[src/rtl/mem_map_pkg.sv]
// mem_map_pkg: shared memory-map definitions for the CPU bus controller.
//   - default region base addresses (RAM, ROM, IO)
//   - IO register byte offsets within the 16-byte IO window
//   - region select enum and bus-controller FSM state enum
package mem_map_pkg;

  localparam logic [31:0] MM_RAM_BASE = 32'h0000_0000;
  localparam logic [31:0] MM_ROM_BASE = 32'h0002_0000;
  localparam logic [31:0] MM_IO_BASE  = 32'h0003_0000;
  localparam logic [31:0] MM_IO_SIZE  = 32'd16;

  // Byte offsets of the IO registers relative to the IO base.
  localparam logic [3:0] IO_LED    = 4'h0;
  localparam logic [3:0] IO_UART   = 4'h4;
  localparam logic [3:0] IO_STATUS = 4'h8;
  localparam logic [3:0] IO_CYCLES = 4'hC;

  typedef enum logic [1:0] {
    REG_RAM,
    REG_ROM,
    REG_IO,
    REG_NONE
  } region_e;

  typedef enum logic [1:0] {
    IDLE,
    ACK,
    UART_STALL
  } state_e;

endpackage

[src/rtl/uart_tx_8n1.sv]
// uart_tx_8n1: 8N1 serial transmitter, LSB first, CLK_DIV clocks per bit.
//   clk   - system clock
//   reset - asynchronous active-low reset (forces tx high, idle)
//   load  - one-cycle strobe: start sending data (ignored while busy)
//   data  - byte to send, sampled on load
//   busy  - high from the load edge until the stop bit has completed
//   tx    - serial output, idle high
module uart_tx_8n1 #(
  parameter int CLK_DIV = 104
) (
  input  logic       clk,
  input  logic       reset,
  input  logic       load,
  input  logic [7:0] data,
  output logic       busy,
  output logic       tx
);

  localparam int DW = $clog2(CLK_DIV + 1);

  logic [DW-1:0] div_reg;
  logic [8:0]    shift_reg;   // remaining bits: data LSB first, then stop bit
  logic [3:0]    left_reg;    // bits still to be shifted out after the current one
  logic          busy_reg;
  logic          tx_reg;

  always_ff @(posedge clk or negedge reset) begin
    if (!reset) begin
      div_reg   <= '0;
      shift_reg <= '1;
      left_reg  <= '0;
      busy_reg  <= 1'b0;
      tx_reg    <= 1'b1;
    end else if (load && !busy_reg) begin
      // Start bit goes out immediately; the rest waits in the shifter.
      tx_reg    <= 1'b0;
      shift_reg <= {1'b1, data};
      left_reg  <= 4'd9;
      div_reg   <= DW'(CLK_DIV - 1);
      busy_reg  <= 1'b1;
    end else if (busy_reg) begin
      if (div_reg != '0) begin
        div_reg <= div_reg - 1'b1;
      end else if (left_reg != '0) begin
        tx_reg    <= shift_reg[0];
        shift_reg <= {1'b1, shift_reg[8:1]};
        left_reg  <= left_reg - 1'b1;
        div_reg   <= DW'(CLK_DIV - 1);
      end else begin
        // Stop bit has lasted its full period; tx is already high.
        busy_reg <= 1'b0;
      end
    end
  end

  assign busy = busy_reg;
  assign tx   = tx_reg;

endmodule

[src/rtl/mem_bus_ctrl.sv]
// mem_bus_ctrl: picorv32 native-bus consumer. Decodes each request into
// RAM, ROM, IO or unmapped space and returns cpu_mem_rdy/cpu_di.
//   clk, reset          - clock, asynchronous active-low reset
//   cpu_mem_op/rdy      - request valid (held) / one-cycle completion pulse
//   cpu_adr/do/wren/di  - byte address, write data, byte strobes, read data
//   ram_*               - sync RAM port (read data one cycle after ram_en)
//   rom_*               - sync ROM port (read data one cycle after rom_en)
//   led, uart_tx        - IO outputs
module mem_bus_ctrl
  import mem_map_pkg::*;
#(
  parameter logic [31:0] RAM_BASE = MM_RAM_BASE,
  parameter int          RAM_AW   = 14,
  parameter logic [31:0] ROM_BASE = MM_ROM_BASE,
  parameter int          ROM_AW   = 14,
  parameter logic [31:0] IO_BASE  = MM_IO_BASE,
  parameter int          CLK_DIV  = 104
) (
  input  logic              clk,
  input  logic              reset,
  input  logic              cpu_mem_op,
  output logic              cpu_mem_rdy,
  input  logic [31:0]       cpu_adr,
  input  logic [31:0]       cpu_do,
  input  logic [3:0]        cpu_wren,
  output logic [31:0]       cpu_di,
  output logic              ram_en,
  output logic [RAM_AW-1:0] ram_adr,
  output logic [3:0]        ram_wren,
  output logic [31:0]       ram_wdata,
  input  logic [31:0]       ram_rdata,
  output logic              rom_en,
  output logic [ROM_AW-1:0] rom_adr,
  input  logic [31:0]       rom_rdata,
  output logic [7:0]        led,
  output logic              uart_tx
);

  localparam logic [31:0] RAM_SIZE = 32'd4 << RAM_AW;
  localparam logic [31:0] ROM_SIZE = 32'd4 << ROM_AW;

  state_e      state_reg;
  region_e     sel_reg;
  logic        rdy_reg;
  logic [31:0] io_rdata_reg;
  logic [7:0]  led_reg;
  logic        bus_err_reg;
  logic [31:0] cycles_reg;

  // Offsets wrap on subtraction, so a single unsigned compare covers both
  // the lower and upper bound of each region.
  logic [31:0] adr_w, ram_off, rom_off, io_off;
  region_e     region;
  logic        accept, is_write, uart_busy, uart_wr, uart_load;

  assign adr_w   = cpu_adr & ~32'h3;
  assign ram_off = adr_w - RAM_BASE;
  assign rom_off = adr_w - ROM_BASE;
  assign io_off  = adr_w - IO_BASE;

  always_comb begin
    region = REG_NONE;
    if (ram_off < RAM_SIZE)        region = REG_RAM;
    else if (rom_off < ROM_SIZE)   region = REG_ROM;
    else if (io_off < MM_IO_SIZE)  region = REG_IO;
  end

  assign accept   = (state_reg == IDLE) && cpu_mem_op;
  assign is_write = |cpu_wren;
  assign uart_wr  = accept && (region == REG_IO) && (io_off[3:0] == IO_UART) && cpu_wren[0];
  // A stalled UART write loads as soon as the transmitter frees up.
  assign uart_load = (uart_wr && !uart_busy) || ((state_reg == UART_STALL) && !uart_busy);

  // Memory strobes exist only in the acceptance cycle, so ACK never re-accesses.
  assign ram_en    = accept && (region == REG_RAM);
  assign ram_adr   = ram_off[RAM_AW+1:2];
  assign ram_wren  = ram_en ? cpu_wren : 4'b0000;
  assign ram_wdata = cpu_do;
  assign rom_en    = accept && (region == REG_ROM) && !is_write;
  assign rom_adr   = rom_off[ROM_AW+1:2];

  always_ff @(posedge clk or negedge reset) begin
    if (!reset) begin
      state_reg    <= IDLE;
      sel_reg      <= REG_NONE;
      rdy_reg      <= 1'b0;
      io_rdata_reg <= '0;
      led_reg      <= '0;
      bus_err_reg  <= 1'b0;
      cycles_reg   <= '0;
    end else begin
      cycles_reg <= cycles_reg + 32'd1;
      rdy_reg    <= 1'b0;
      case (state_reg)
        IDLE: begin
          if (cpu_mem_op) begin
            sel_reg      <= region;
            io_rdata_reg <= '0;
            state_reg    <= ACK;
            rdy_reg      <= 1'b1;
            case (region)
              REG_ROM:  if (is_write) bus_err_reg <= 1'b1;
              REG_NONE: bus_err_reg <= 1'b1;
              REG_IO: begin
                case (io_off[3:0])
                  IO_LED: begin
                    if (cpu_wren[0]) led_reg <= cpu_do[7:0];
                    io_rdata_reg <= {24'b0, led_reg};
                  end
                  IO_UART: begin
                    if (uart_wr && uart_busy) begin
                      state_reg <= UART_STALL;
                      rdy_reg   <= 1'b0;
                    end
                  end
                  IO_STATUS: begin
                    io_rdata_reg <= {30'b0, bus_err_reg, uart_busy};
                    if (is_write) bus_err_reg <= 1'b0;
                  end
                  IO_CYCLES: io_rdata_reg <= cycles_reg;
                  default: ;
                endcase
              end
              default: ;
            endcase
          end
        end
        UART_STALL: begin
          if (!uart_busy) begin
            state_reg <= ACK;
            rdy_reg   <= 1'b1;
          end
        end
        ACK:     state_reg <= IDLE;
        default: state_reg <= IDLE;
      endcase
    end
  end

  // RAM/ROM data arrives the cycle after the strobe, i.e. during ACK.
  always_comb begin
    cpu_di = '0;
    if (rdy_reg) begin
      case (sel_reg)
        REG_RAM: cpu_di = ram_rdata;
        REG_ROM: cpu_di = rom_rdata;
        default: cpu_di = io_rdata_reg;
      endcase
    end
  end

  assign cpu_mem_rdy = rdy_reg;
  assign led         = led_reg;

  uart_tx_8n1 #(
    .CLK_DIV(CLK_DIV)
  ) u_uart (
    .clk   (clk),
    .reset (reset),
    .load  (uart_load),
    .data  (cpu_do[7:0]),
    .busy  (uart_busy),
    .tx    (uart_tx)
  );

endmodule
[config.mk]
export PLATFORM = sky130hd
export DESIGN_NAME = mem_bus_ctrl
export DESIGN_NICKNAME = d
export VERILOG_FILES = /design/src/rtl/mem_map_pkg.sv /design/src/rtl/uart_tx_8n1.sv /design/src/rtl/mem_bus_ctrl.sv
export SDC_FILE = /design/constraint.sdc
export NUM_CORES = 1
export LEC_CHECK = 0
export CORE_ASPECT_RATIO = 1.4
export CORE_UTILIZATION = 30
export CTS_BUF_LIST = sky130_fd_sc_hd__clkbuf_2
export CTS_CLUSTER_DIAMETER = 80
export DETAILED_ROUTE_END_ITERATION = 8
export HOLD_SLACK_MARGIN = 0.15
export PLACE_DENSITY = 0.61
export SETUP_SLACK_MARGIN = 0.1
export SYNTH_ARGS = -nofsm -noshare
export SYNTH_HDL_FRONTEND = slang
export SYNTH_HIERARCHICAL = 1
export SYNTH_SLANG_ARGS = --single-unit
[constraint.sdc]
create_clock -name clk -period 12.5 [get_ports clk]
set_input_delay 3.75 -clock clk [delete_from_list [all_inputs] [get_ports clk]]
set_output_delay 3.75 -clock clk [all_outputs]
set_load 0.02 [all_outputs]
==> summary.md <==
| Metric | Value |
|---|---|
| Synth async-reset ratio | 1.00 |
| Destination of the worst register-to-register timing path | u_uart/div_reg[4] |
| Overall global routing resource usage | 0.154 |
| Total gr overflow | 0 |
| Area grow syn2layout | 29.3% |
| Min-delay worst type | register to register |
| Overall die height | 172 microns |
| Result of the run | complete, no violations |
| Clock latency of the later-clocked register in the worst-skew pair | 530 ps |
| Launch instance of the worst register-to-register path | state_reg[1] |
| DRC viols | 0 |
| Routed wire length per instance | 15.1 microns |
| Top library cells by usage in the layout, fill and taps aside | clkdlybuf4s50_1 (191), dfrtp_1 (88), nand2_1 (86), o21ai_0 (71), inv_1 (41) |
| I/O pin count | 243 |
| Leading cell type in the layout, fill and taps excluded | clkdlybuf4s50_1 |
| RePlAce Congestion | 0.849 |
| TritonCTS clock tree | built |
| Total die area | 21300 sq um |
| Count of TritonRoute iterations in the first routing pass | 5 |
| Reg2Reg Setup Slack | 9770 ps |
| Instance count along the most critical hold path | 1 |
| Placed Instances | 1060 |
| Yosys reg bits | 99 |
| Sequential area share after synthesis | 0.400 |
| Internal power consumption | 0.461 mW |
| Clk pin slew, worst setup/hold paths | 200 ps |
| Average cell area after synthesis | 8.92 sq um |
| Post-synthesis cell count | 698 |
| Reported max-cap violation count | 0 |
| Power density cells | 79.1 nW/um^2 |
| CP max FO | 7 |
| Launch instance of the worst min-delay path | cycles_reg[24] |
| HPWL reported at the end of detailed placement | 12.4 mm |
| Number of gates resized after cts | 0 |
| Via count of the first global-routing pass | 5189 |
| Clock network fraction of total power | 0.266 |
| CP Launch Type | primary input |
| Count of filler cells inserted in the layout | 2114 |
| Port-buffer cells | 192 |
| CP Data Arrival Time | 7060 ps |
| Overall routed net length | 16.3 mm |
| Wire length of the first global-routing pass | 25.6 mm |
| Post-layout nets | 957 |
| Slew margin rel. | 0.306 |
| Yosys warnings | 6 |
| Hold worst-path end | cycles_reg[24] |
| Sinks on the clock net | 99 |
| Final TNS setup | 0 ps |
| Part of the cycle the worst path needs | 0.865 |
| Core area | 20400 sq um |
| Number of vias per cell after detailed routing | 4.90 |
| Remaining number of nets flagged by the antenna check after routing | 0 |
| Fraction of layout instances using a drive strength above 1 | 0.0646 |
| Post-synth net total | 840 |
| Number of H-tree branching levels | 3 |
| Setup Skew | 41.1 ps |
| Unrepaired setup endpoints after global routing | no |
| Number of design-rule violations left by the first detailed-router iteration | 183 |
| Cell area after technology mapping | 6230 sq um |
| Count of cell types in the netlist | 69 |
| Category of the worst setup path capture point | output port |
| VDD IR max | 61.1 uV |
| Final instance count without filler cells | 1078 |
| Required time reported for the critical path endpoint | 8750 ps |
| Net switching fraction of the power | 0.275 |
| Sum of internal, switching and leakage power | 0.636 mW |
| Achievable clock frequency | 0.0925 GHz |
| Maximum number of pins on one net before global-route repair | 66 |
| Time the worst path needs with I/O delays and setup | 10810 ps |
| Primary FF master, synth | dfrtp_1 |
| Type of the worst setup path | primary input to output port |
| Number of setup buffers added after CTS | 0 |
| Net load switching power | 0.175 mW |
| Number of hold violations in the final report | 0 |
| Worst r2r path cells | 8 |
| Max Slew Vio Count | 0 |
| Starting utilization of the core area | 0.305 |
| Count of hold-fix buffers inserted at cts | 0 |
| Maximum clock insertion buffer count | 2 |
| Slew at the pin closest to its max-slew limit | 1030 ps |
| Setup violators final | 0 |
| EDFF count, synth | 0 |
| Cell Rows | 62 |
| Reported leakage power | 3.21 nW |
| Combinational share of power | 0.205 |
| Number of buffers inserted during clock tree synthesis | 9 |
| Via count of the routed design | 5280 |
| Die outline width | 124 microns |
| CTS Root Cell | clkbuf_2 |
| Number of antenna violations at the first check in global routing | 2 |
| Share of power burned in registers | 0.529 |
==> cell families after synthesis <==
kind of cell,Yosys count,synth area share
compound gates,137,0.136
xor+xnor,31,0.0436
fa+ha+maj,7,0.0141
buf+inv,130,0.118
flops,99,0.400
mux,44,0.0725
simple gates,250,0.216
==> layer usage <==
layer  GRT usage  vias up  share of wire
li1            -     2607              -
met1       0.174     2488           0.39
met2       0.283      148           0.52
met3      0.0165       37          0.055
met4      0.0781        0          0.033
met5           0        -              0
==> critical path: stages <==
cell and delay (ps):
clkdlybuf4s50_1 530, nor4_1 810, nand4b_1 410, mux2_2 390, nor4_1 340, and2_1 180, clkdlybuf4s50_1 650
==> worst max path at each step <==
| stage | startpoint | endpoint | slack [ps] | cells past startpoint |
|---|---|---|---|---|
| finish | cpu_adr[19] | rom_en | 1690 | 7 |
| global route | cpu_adr[19] | rom_en | 1560 | 7 |
| CTS | cpu_adr[19] | rom_en | 1820 | 7 |
| detailed placement | cpu_adr[19] | rom_en | 1820 | 7 |
| global placement | cpu_adr[19] | rom_en | 1840 | 7 |
| floorplan | cpu_adr[18] | ram_wren[0] | 3240 | 5 |
==> synthesized netlist by cell type (2+ instances only) <==
library cell	instances	area (sq um)
a211o_1	2	17.5
a211oi_1	2	15.0
a21oi_1	6	30.0
a22oi_1	13	97.6
a311oi_1	2	17.5
a31oi_1	4	25.0
and2_1	39	244
and3_1	4	25.0
buf_4	61	458
buf_6	2	22.5
clkbuf_1	24	90.1
dfrtp_1	88	2200
dfstp_2	11	289
ha_1	7	87.6
inv_1	41	154
mux2_2	9	101
mux2i_1	35	350
nand2_1	86	323
nand2b_1	4	25.0
nand3_1	22	110
nand4_1	14	87.6
nand4b_1	3	26.3
nor2_1	21	78.8
nor3_1	13	65.1
nor4_1	15	93.8
nor4b_1	2	17.5
o2111ai_1	2	17.5
o211ai_1	3	22.5
o21a_1	3	22.5
o21ai_0	71	355
o21ai_1	8	40.0
o22ai_1	2	12.5
o311ai_0	3	26.3
o31ai_1	2	15.0
or2_1	2	12.5
or2_2	2	12.5
or3_1	5	31.3
or4_1	4	30.0
or4_4	2	22.5
xnor2_1	27	236
xor2_1	4	35.0
==> final cells by class <==
| type | instances | area [sq um] | area share |
|---|---|---|---|
| antenna | 2 | 5.00 | 0.000622 |
| tap | 256 | 320 | 0.0398 |
| multi-input combinational | 469 | 3000 | 0.373 |
| inverter | 41 | 154 | 0.0191 |
| timing repair buffer | 195 | 1940 | 0.241 |
| clock buffer | 9 | 45.0 | 0.00560 |
| clock inverter | 7 | 90.1 | 0.0112 |
| sequential | 99 | 2490 | 0.309 |
==> power groups by stage <==
stage / clock [mW] / sequential, mW / combinational, mW
2_1_floorplan: 0 / 0.332 / 0.0826
3_3_place_gp: 0 / 0.342 / 0.132
3_5_place_dp: 0 / 0.343 / 0.132
4_1_cts: 0.180 / 0.338 / 0.133
5_1_grt: 0.191 / 0.339 / 0.142
6_report: 0.169 / 0.337 / 0.130
==> through the flow <==
stage,setup slack [ps],hold WS (ps),util,instance area [sq um]
floorplan,3240,445,-,6230
global placement,1840,460,0.388,7910
detailed placement,1820,466,0.388,7910
CTS,1820,492,0.394,8040
global route,1560,507,0.395,8050
finish,1690,489,0.395,8050
No activity file was read; power rests on OpenSTA's default activity.
